`src/rtl/sync_pkg.sv`:
```
// Shared defaults and sizing helper for the synchronizer/debounce input conditioners.
// Pure constants and functions; no logic, no latency, no backpressure.
package sync_pkg;

  localparam int SYNC_STAGES_DEF = 2;
  localparam int DB_CYCLES_DEF   = 4;

  // Counter must be able to hold 0..DB_CYCLES.
  function automatic int cnt_width(input int db_cycles);
    return (db_cycles < 1) ? 1 : $clog2(db_cycles + 1);
  endfunction

endpackage

```
`src/rtl/sync_debounce_ch.sv`:
```
// One channel: flop synchronizer, stable-count debounce filter, registered rise/fall pulses.
// Latency SYNC_STAGES + DB_CYCLES edges from first sampling edge; free-running, no backpressure.
module sync_debounce_ch
  import sync_pkg::*;
#(
  parameter int   SYNC_STAGES = SYNC_STAGES_DEF,
  parameter int   DB_CYCLES   = DB_CYCLES_DEF,
  parameter logic INIT_VAL    = 1'b0
) (
  input  logic clk,
  input  logic rst,
  input  logic async_in,
  output logic sync_out,
  output logic rise,
  output logic fall
);

  localparam int            CW       = cnt_width(DB_CYCLES);
  localparam logic [CW-1:0] CNT_LAST = CW'(DB_CYCLES - 1);

  generate
    if (SYNC_STAGES < 2) begin : g_bad_sync
      $error("sync_debounce_ch: SYNC_STAGES must be >= 2");
    end
    if (DB_CYCLES < 1) begin : g_bad_db
      $error("sync_debounce_ch: DB_CYCLES must be >= 1");
    end
  endgenerate

  logic [SYNC_STAGES-1:0] sync_q;
  logic                   s;
  logic [CW-1:0]          cnt;

  // Plain shift chain; only sync_q[0] may go metastable, so nothing reads it but the next stage.
  always_ff @(posedge clk or posedge rst) begin
    if (rst) begin
      sync_q <= {SYNC_STAGES{INIT_VAL}};
    end else begin
      sync_q <= {sync_q[SYNC_STAGES-2:0], async_in};
    end
  end

  assign s = sync_q[SYNC_STAGES-1];

  always_ff @(posedge clk or posedge rst) begin
    if (rst) begin
      cnt      <= '0;
      sync_out <= INIT_VAL;
      rise     <= 1'b0;
      fall     <= 1'b0;
    end else begin
      rise <= 1'b0;
      fall <= 1'b0;
      if (s == sync_out) begin
        cnt <= '0;
      end else if (cnt == CNT_LAST) begin
        sync_out <= s;
        cnt      <= '0;
        rise     <= s;
        fall     <= ~s;
      end else begin
        cnt <= cnt + CW'(1);
      end
    end
  end

endmodule

```
`src/rtl/multi_sync_debounce.sv`:
```
// N_CH independent synchronize-and-debounce channels sharing only clk and rst.
// Latency SYNC_STAGES + DB_CYCLES edges per channel; free-running, no backpressure.
module multi_sync_debounce
  import sync_pkg::*;
#(
  parameter int   N_CH        = 4,
  parameter int   SYNC_STAGES = SYNC_STAGES_DEF,
  parameter int   DB_CYCLES   = DB_CYCLES_DEF,
  parameter logic INIT_VAL    = 1'b0
) (
  input  logic            clk,
  input  logic            rst,
  input  logic [N_CH-1:0] async_in,
  output logic [N_CH-1:0] sync_out,
  output logic [N_CH-1:0] rise,
  output logic [N_CH-1:0] fall
);

  generate
    if (N_CH < 1) begin : g_bad_nch
      $error("multi_sync_debounce: N_CH must be >= 1");
    end

    for (genvar g_ch = 0; g_ch < N_CH; g_ch++) begin : g_ch_inst
      sync_debounce_ch #(
        .SYNC_STAGES(SYNC_STAGES),
        .DB_CYCLES  (DB_CYCLES),
        .INIT_VAL   (INIT_VAL)
      ) u_ch (
        .clk     (clk),
        .rst     (rst),
        .async_in(async_in[g_ch]),
        .sync_out(sync_out[g_ch]),
        .rise    (rise[g_ch]),
        .fall    (fall[g_ch])
      );
    end
  endgenerate

endmodule

```
`config.mk`:
```
export PLATFORM = sky130hd
export DESIGN_NAME = multi_sync_debounce
export DESIGN_NICKNAME = d
export VERILOG_FILES = /design/src/rtl/sync_pkg.sv /design/src/rtl/sync_debounce_ch.sv /design/src/rtl/multi_sync_debounce.sv
export SDC_FILE = /design/constraint.sdc
export NUM_CORES = 1
export LEC_CHECK = 0
export ABC_AREA = 0
export BUFFER_PORTS_ARGS = -buffer_cell sky130_fd_sc_hd__buf_2
export CORE_UTILIZATION = 58
export CTS_CLUSTER_SIZE = 12
export DETAILED_ROUTE_END_ITERATION = 10
export PLACE_DENSITY = 0.84
export SLEW_MARGIN = 5
export SYNTH_ARGS = -nofsm -noshare
export SYNTH_HDL_FRONTEND = slang
export SYNTH_SLANG_ARGS = --single-unit
```
`constraint.sdc`:
```
create_clock -name clk -period 2.1 [get_ports clk]
set_clock_uncertainty 0.2 [all_clocks]
set_input_delay 0.315 -clock clk [delete_from_list [all_inputs] [get_ports clk]]
set_output_delay 0.315 -clock clk [all_outputs]
set_load 0.01 [all_outputs]
```
==> impl_metrics.py, run 1 <==
metrics = {
    "clock_tree": {
        "clock_insertion_delay_worst_skew_ns": 0.33,
        "htree_levels": 2,
        "cts_tree": "done",
        "cts_made_buffers": 5,
        "post_cts_clock_slew_at_the_launch_and_capture_registers_of_the_worst_setup_and_hold_paths_ns": 0.10,
        "cts_root_buf": "sky130_fd_sc_hd__clkbuf_4",
        "clkSinkCount": 32,
        "clock_tree.buffer_depth": 2,
        "cts_post_setup_buffers_inserted": 0,
    },
    "critical_path": {
        "depth_of_the_worst_register_to_register_path": 3,
        "criticalPathCategory": "reg -> out",
        "timing.critical_path.required_ns": 1.58,
        "critPathSlowestCell": "sky130_fd_sc_hd__dfrtp_1",
        "critical_path_peak_fanout": 5,
        "path_buf_inv": 1,
        "critical_path.max_stage_delay_ns": 0.44,
        "worstReg2RegStart": "g_ch_inst[2].u_ch.cnt[0]",
        "setup.worst_path.end_class": "primary output",
        "worstPathCellList": "buf_2",
        "regToRegEndpoint": "g_ch_inst[2].u_ch.sync_out",
        "setup.reg_to_reg.worst_slack_ns": 0.73,
        "worst_ep_arrival_time_ns": 0.93,
        "cp-start-kind": "flip-flop",
        "cp_top_family": "flip-flops",
    },
    "placed_design": {
        "post-dp-hpwl_um": 979,
        "place.detailed.instances": 114,
        "placedInstanceArea_sq_um": 1270,
        "place_congestion": 0.618,
        "portBuffers": 17,
    },
    "die": {
        "die_height_um": 48.2,
        "die-area_sq_um": 2320,
        "chipWidth_um": 48.2,
        "placement_rows": 16,
        "core_sq_um": 1980,
        "io_pins": 18,
        "initial_utilization": 0.625,
    },
    "drt": {
        "total_routed_length_mm": 1.44,
        "wl_per_cell_um": 11.4,
        "drt_first_pass_iters": 4,
        "via_count": 605,
        "avgViaCountPerCell": 4.76,
        "drcViolationCount": 0,
        "detail_route_antenna_nets": 0,
        "first_iter_violations": 5,
    },
    "sta": {
        "timing.hold.ws_ns": 0.148,
        "finalCritPeriodShare": 0.687,
        "maxSlewHeadroom": 0.752,
        "final_critical_period_ns": 1.44,
        "max_freq_ghz": 0.694,
        "final_slew_violations": 0,
        "finalHoldViolations": 0,
        "fin_setup_tns_ns": 0,
        "final-setup-viol-count": 0,
        "grt_setup_unrepaired": "false",
        "transition_at_the_pin_with_the_smallest_max_transition_slack_ns": 0.372,
    },
    "hold_path": {
        "hold_path.startpoint": "g_ch_inst[1].u_ch.sync_q[0]",
        "cells_on_worst_hold_path": 0,
        "hp-class": "reg -> reg",
        "hold_path_end": "g_ch_inst[1].u_ch.sync_q[1]",
    },
    "yosys": {
        "yosys-top-cells-area": "sky130_fd_sc_hd__dfrtp_1 65%, sky130_fd_sc_hd__buf_4 7.3%, sky130_fd_sc_hd__nor3b_1 7.3%",
        "syn_nets": 91,
        "netlist_instances": 81,
        "synth_cell_types": 15,
        "synthesis.area_sq_um": 1240,
        "yosysSeqAreaShare": 0.646,
        "postSynthRegisterBits": 32,
        "yosysTopAreaCell": "sky130_fd_sc_hd__dfrtp_1",
        "post_syn_area_per_cell_sq_um": 15.3,
        "yosysWarningCount": 0,
        "synth.top_cell.area_share": 0.646,
    },
    "status": {
        "run_status": "completed",
    },
    "power": {
        "power.ir.vdd_worst_uv": 586,
        "power_density_nw_per_um2": 1100,
        "power.static_leakage_nw": 0.691,
    },
    "cells_and_area": {
        "num-nets-final": 109,
        "layout-drive-gt1-share": 0.350,
        "antenna-diode-count": 0,
        "syn_to_final_growth_pct": 11.9,
        "layout.core_utilization": 0.699,
        "finished_layout_cell_area_sq_um": 1390,
        "non_filler_instance_count_after_layout": 127,
        "fillerInstances": 143,
    },
    "global_routing": {
        "number_of_antenna_violations_at_the_first_check_in_global_routing": 0,
        "global_route_wire_length_before_repair_mm": 2.24,
        "overflow": 0,
        "grt_max_degree": 33,
        "first_global_vias": 550,
        "gr-usage-all-layers": 0.156,
    },
    "flow_run": {
        "cap_violations": 0,
    },
}
[placed cells by master (no fill, tap or decap)]
cell,instances
sky130_fd_sc_hd__buf_2,17
sky130_fd_sc_hd__and3b_1,4
sky130_fd_sc_hd__inv_1,1
sky130_fd_sc_hd__dlygate4sd3_1,5
sky130_fd_sc_hd__clkinv_2,2
sky130_fd_sc_hd__clkbuf_8,1
sky130_fd_sc_hd__and3b_2,1
sky130_fd_sc_hd__nand2b_4,3
sky130_fd_sc_hd__nor3_1,1
sky130_fd_sc_hd__clkbuf_4,5
sky130_fd_sc_hd__dfrtp_1,32
sky130_fd_sc_hd__mux2_2,3
sky130_fd_sc_hd__buf_4,1
sky130_fd_sc_hd__mux2_1,1
sky130_fd_sc_hd__nor2b_1,1
sky130_fd_sc_hd__nor3b_2,1
sky130_fd_sc_hd__ha_1,4
sky130_fd_sc_hd__nor3b_1,12
sky130_fd_sc_hd__nor2b_4,1
sky130_fd_sc_hd__xnor2_1,4
[kinds of logic (layout without fill, tap and decap cells)]
group         after synthesis  in the layout  synth area share
xor+xnor                    4              4            0.0283
fa+ha+maj                   4              4            0.0404
buf+inv                    13             32            0.0758
flops                      32             32             0.646
mux                         4              4            0.0364
simple gates               24             24             0.173
[state kept, by name, indices dropped and copies added, names as in the netlist]
name                     cells
g_ch_inst.u_ch.cnt          12
g_ch_inst.u_ch.sync_out      4
g_ch_inst.u_ch.fall          4
g_ch_inst.u_ch.rise          4
g_ch_inst.u_ch.sync_q        8
[power breakdown]
| part | internal, mW | total [mW] | leakage (nW) | switching [mW] |
|---|---|---|---|---|
| Clock | 0.159 | 0.354 | 0.0380 | 0.195 |
| Sequential | 0.733 | 0.816 | 0.412 | 0.0828 |
| Combinational | 0.196 | 0.357 | 0.242 | 0.161 |
| Total | 1.09 | 1.53 | 0.691 | 0.439 |
[cells in the mapped netlist (all sizes together)]
cell type  count
dfrtp         32
nor3b         13
buf           12
and3b          5
ha             4
mux2           4
xnor2          4
nand2b         3
nor2b          2
inv            1
nor3           1
[how the worst max path moves through the flow]
| stage | from | end | slack (ns) | cells after the start |
|---|---|---|---|---|
| 2_1_floorplan | g_ch_inst[0].u_ch.cnt[0] | g_ch_inst[0].u_ch.sync_out | 0.78 | 3 |
| 3_3_place_gp | g_ch_inst[0].u_ch.cnt[0] | g_ch_inst[0].u_ch.sync_out | 0.76 | 3 |
| 3_5_place_dp | g_ch_inst[2].u_ch.cnt[0] | g_ch_inst[2].u_ch.sync_out | 0.73 | 3 |
| 4_1_cts | g_ch_inst[3].u_ch.sync_out | sync_out[3] | 0.64 | 1 |
| 5_1_grt | g_ch_inst[3].u_ch.sync_out | sync_out[3] | 0.59 | 1 |
| 6_report | g_ch_inst[3].u_ch.sync_out | sync_out[3] | 0.66 | 1 |
[through the flow]
step | worst slack, ns | power (mW)
2_1_floorplan | 0.784 | 1.14
3_3_place_gp | 0.756 | 1.16
3_5_place_dp | 0.733 | 1.19
4_1_cts | 0.637 | 1.56
5_1_grt | 0.593 | 1.65
6_report | 0.658 | 1.53
[metal layers]
layer	wire length, um	track usage	vias up
met1	665	0.187	286
li1	-	-	295
met5	0	0	-
met3	91	0.0889	4
met4	42	0.117	0
met2	642	0.205	20
[layout make-up]
class,count,area (sq um),share of cell area
Multi-Input combinational cell,36,344,0.248
Sequential cell,32,801,0.578
Clock inverter,2,10.0,0.00722
Timing Repair Buffer,23,143,0.103
Inverter,1,3.75,0.00271
Tap cell,27,33.8,0.0244
Clock buffer,6,51.3,0.0370
[repair_timing]
action / 4_1_cts / 5_1_grt
gates resized for setup: 0 / 0
endpoints found under the hold margin: 36 / 0
hold buffers: 5 / 0
No activity file was read; power rests on OpenSTA's default activity.
==> run 2: changes to the inputs <==
ABC_AREA = 1   (was 0)
CORE_UTILIZATION = 49   (was 58)
PLACE_DENSITY = 0.76   (was 0.84)
clock period = 1.2 ns   (was 2.1 ns; I/O delays follow)
==> impl_metrics.py, run 2 <==
metrics = {
    "status": {
        "run_status": "complete, but fails checks",
        "failed_checks": "setup timing",
    },
    "drt": {
        "via_count": 750,
        "drt_first_pass_iters": 4,
        "total_routed_length_mm": 1.84,
        "first_iter_violations": 6,
        "avgViaCountPerCell": 4.49,
        "detail_route_antenna_nets": 0,
        "wl_per_cell_um": 11.0,
        "drcViolationCount": 0,
    },
    "global_routing": {
        "gr-usage-all-layers": 0.173,
        "overflow": 0,
        "grt_max_degree": 33,
        "first_global_vias": 720,
        "global_route_wire_length_before_repair_mm": 3.06,
        "number_of_antenna_violations_at_the_first_check_in_global_routing": 0,
    },
    "clock_tree": {
        "clkSinkCount": 32,
        "clock_tree.buffer_depth": 2,
        "post_cts_clock_slew_at_the_launch_and_capture_registers_of_the_worst_setup_and_hold_paths_ns": 0.10,
        "htree_levels": 2,
        "clock_insertion_delay_worst_skew_ns": 0.34,
        "cts_tree": "done",
        "cts_root_buf": "sky130_fd_sc_hd__clkbuf_4",
        "cts_made_buffers": 5,
    },
    "yosys": {
        "netlist_instances": 117,
        "yosysSeqAreaShare": 0.651,
        "synthArstFlopShare": 1.00,
        "yosys-top-cells-area": "sky130_fd_sc_hd__dfrtp_1 65%, sky130_fd_sc_hd__buf_4 7.3%, sky130_fd_sc_hd__nor2_1 6.1%",
        "synth.top_cell.area_share": 0.651,
        "post_syn_area_per_cell_sq_um": 10.5,
        "ys_top_cells_by_count": "32 x sky130_fd_sc_hd__dfrtp_1, 20 x sky130_fd_sc_hd__nor2_1, 19 x sky130_fd_sc_hd__nand2_1",
        "yosysWarningCount": 0,
        "yosysMostFrequentCell": "sky130_fd_sc_hd__dfrtp_1",
        "yosysTopAreaCell": "sky130_fd_sc_hd__dfrtp_1",
        "synthesis.area_sq_um": 1230,
        "syn_nets": 127,
        "postSynthRegisterBits": 32,
        "synth_cell_types": 9,
        "synth-edff-count": 0,
        "synth_flop_cell": "sky130_fd_sc_hd__dfrtp_1",
    },
    "die": {
        "die_height_um": 52.1,
        "io_pins": 18,
        "chipWidth_um": 52.1,
        "core_sq_um": 2300,
        "placement_rows": 17,
        "die-area_sq_um": 2710,
        "initial_utilization": 0.535,
    },
    "critical_path": {
        "critical_path.max_stage_delay_ns": 0.42,
        "worstPathCellList": "buf_2",
        "cp_top_family": "flip-flops",
        "setup.reg_to_reg.worst_slack_ns": 0.04,
        "timing.critical_path.required_ns": 0.82,
        "worst_ep_arrival_time_ns": 0.90,
        "critical_path_peak_fanout": 3,
        "cp-start-kind": "flip-flop",
        "path_buf_inv": 1,
        "setup.worst_path.end_class": "primary output",
        "critPathSlowestCell": "sky130_fd_sc_hd__dfrtp_1",
        "criticalPathCategory": "reg -> out",
    },
    "power": {
        "power.share.switching": 0.303,
        "sequentialPowerShare": 0.462,
        "power.ir.vdd_worst_uv": 1120,
        "clockPowerShare": 0.261,
        "power.net_switching_mw": 0.908,
        "power_density_nw_per_um2": 2010,
        "p_int_mw": 2.09,
        "power.static_leakage_nw": 0.763,
        "combPwrFrac": 0.277,
    },
    "placed_design": {
        "post-dp-hpwl_mm": 1.22,
        "place_congestion": 0.717,
        "placedInstanceArea_sq_um": 1280,
        "portBuffers": 17,
    },
    "cells_and_area": {
        "layout_top_registers": "g_ch_inst.u_ch.cnt x12, g_ch_inst.u_ch.sync_q x8",
        "largest_register_ffs": 12,
        "layout-drive-gt1-share": 0.317,
        "syn_to_final_growth_pct": 21.1,
        "fillerInstances": 178,
        "num-nets-final": 148,
        "mostFrequentLayoutCells": "32 x sky130_fd_sc_hd__dfrtp_1, 17 x sky130_fd_sc_hd__nand2_1, 17 x sky130_fd_sc_hd__buf_2, 16 x sky130_fd_sc_hd__nor2_1, 14 x sky130_fd_sc_hd__inv_1",
        "most_frequent_standard_cell_in_the_layout_excluding_fill_and_tap_cells": "sky130_fd_sc_hd__dfrtp_1",
        "antenna-diode-count": 0,
        "top_register": "g_ch_inst.u_ch.cnt",
        "finished_layout_cell_area_sq_um": 1490,
    },
    "sta": {
        "setup_slack_ns": -0.0759,
        "max_freq_ghz": 0.784,
        "final_critical_period_ns": 1.28,
        "grt_setup_unrepaired": "true",
        "final_slew_violations": 0,
        "finalCritPeriodShare": 1.06,
        "maxSlewHeadroom": 0.776,
        "transition_at_the_pin_with_the_smallest_max_transition_slack_ns": 0.333,
        "timing.hold.ws_ns": 0.140,
        "finalHoldViolations": 0,
        "final-setup-viol-count": 10,
    },
    "hold_path": {
        "hp-class": "reg -> reg",
    },
    "flow_run": {
        "cap_violations": 0,
    },
}
run 2: cell count changes after synthesis, sizes merged, moves of 4 or more:
| cell | delta |
|---|---|
| and3b | -5 |
| inv | +17 |
| mux2 | -4 |
| nand2 | +19 |
| nor2 | +20 |
| nor3b | -13 |
| o21ai | +4 |
run 2: final cells by class:
cell class                 instances  area [sq um]  share of cell area
clock buffer                       6          41.3              0.0277
clock inverter                     2          35.0              0.0235
inverter                          18          67.6              0.0454
multi-input combinational         55           332               0.223
sequential                        32           801               0.538
tap                               28          35.0              0.0235
timing repair buffer              26           178               0.119
run 2: logic make-up after synthesis:
kind of cell,synth area share
adder cells (fa/ha/maj),0.0407
AO/OA/AOI/OAI,0.0163
AND/OR/NAND/NOR,0.135
buffers and inverters,0.128
flip-flops,0.651
XOR/XNOR,0.0285
run 2: per-layer routing:
layer  GRT usage  up-vias  wire (um)
met1       0.175      349        709
met2       0.278       14        996
li1            -      382          -
met5           0        -          0
met4       0.122        0         56
met3      0.0789        5         78
run 2: path summary, 6_finish.rpt:
kind                                                to                        start  cells after the start
setup reg to reg              g_ch_inst[1].u_ch.cnt[1]   g_ch_inst[1].u_ch.sync_out                      3
hold reg to reg            g_ch_inst[3].u_ch.sync_q[1]  g_ch_inst[3].u_ch.sync_q[0]                      0
max in group asynchronous     g_ch_inst[1].u_ch.cnt[0]                          rst                      4
setup / recovery                           sync_out[2]   g_ch_inst[2].u_ch.sync_out                      1
hold / removal             g_ch_inst[3].u_ch.sync_q[1]  g_ch_inst[3].u_ch.sync_q[0]                      0
min in group asynchronous  g_ch_inst[3].u_ch.sync_q[1]                          rst                      4
run 2: repair_timing:
action	CTS	global route
hold buffers	5	0
buffers inserted	2	1
setup endpoints to repair	14	26
endpoints found under the hold margin	36	0
resized for setup	5	17
pin swaps	0	2
run 2: power groups by stage:
stage                     clock [mW]  sequential (mW)  combinational (mW)
final                          0.783             1.39               0.830
after global routing           0.849             1.41               0.951
after CTS                      0.800             1.37               0.756
after detailed placement           0             1.41               0.648
after global placement             0             1.39               0.600
after floorplan                    0             1.38               0.569
run 2: worst reg2reg max path: stages (launching register included):
cell and delay (ns):
sky130_fd_sc_hd__dfrtp_1 0.38, sky130_fd_sc_hd__buf_4 0.15, sky130_fd_sc_hd__xnor2_2 0.23, sky130_fd_sc_hd__nor2_1 0.07
run 2: metrics by stage:
stage,setup slack [ns],TNS [ns],power [mW],std cells,utilization
finish,-0.0759,-0.282,3.00,167,0.648
global placement,0.0642,0,2.00,151,0.557
floorplan,0.0921,0,1.95,117,-
CTS,-0.0985,-0.397,2.93,166,0.627
global route,-0.125,-0.946,3.21,167,0.648
detailed placement,-0.0126,-0.0126,2.06,151,0.557
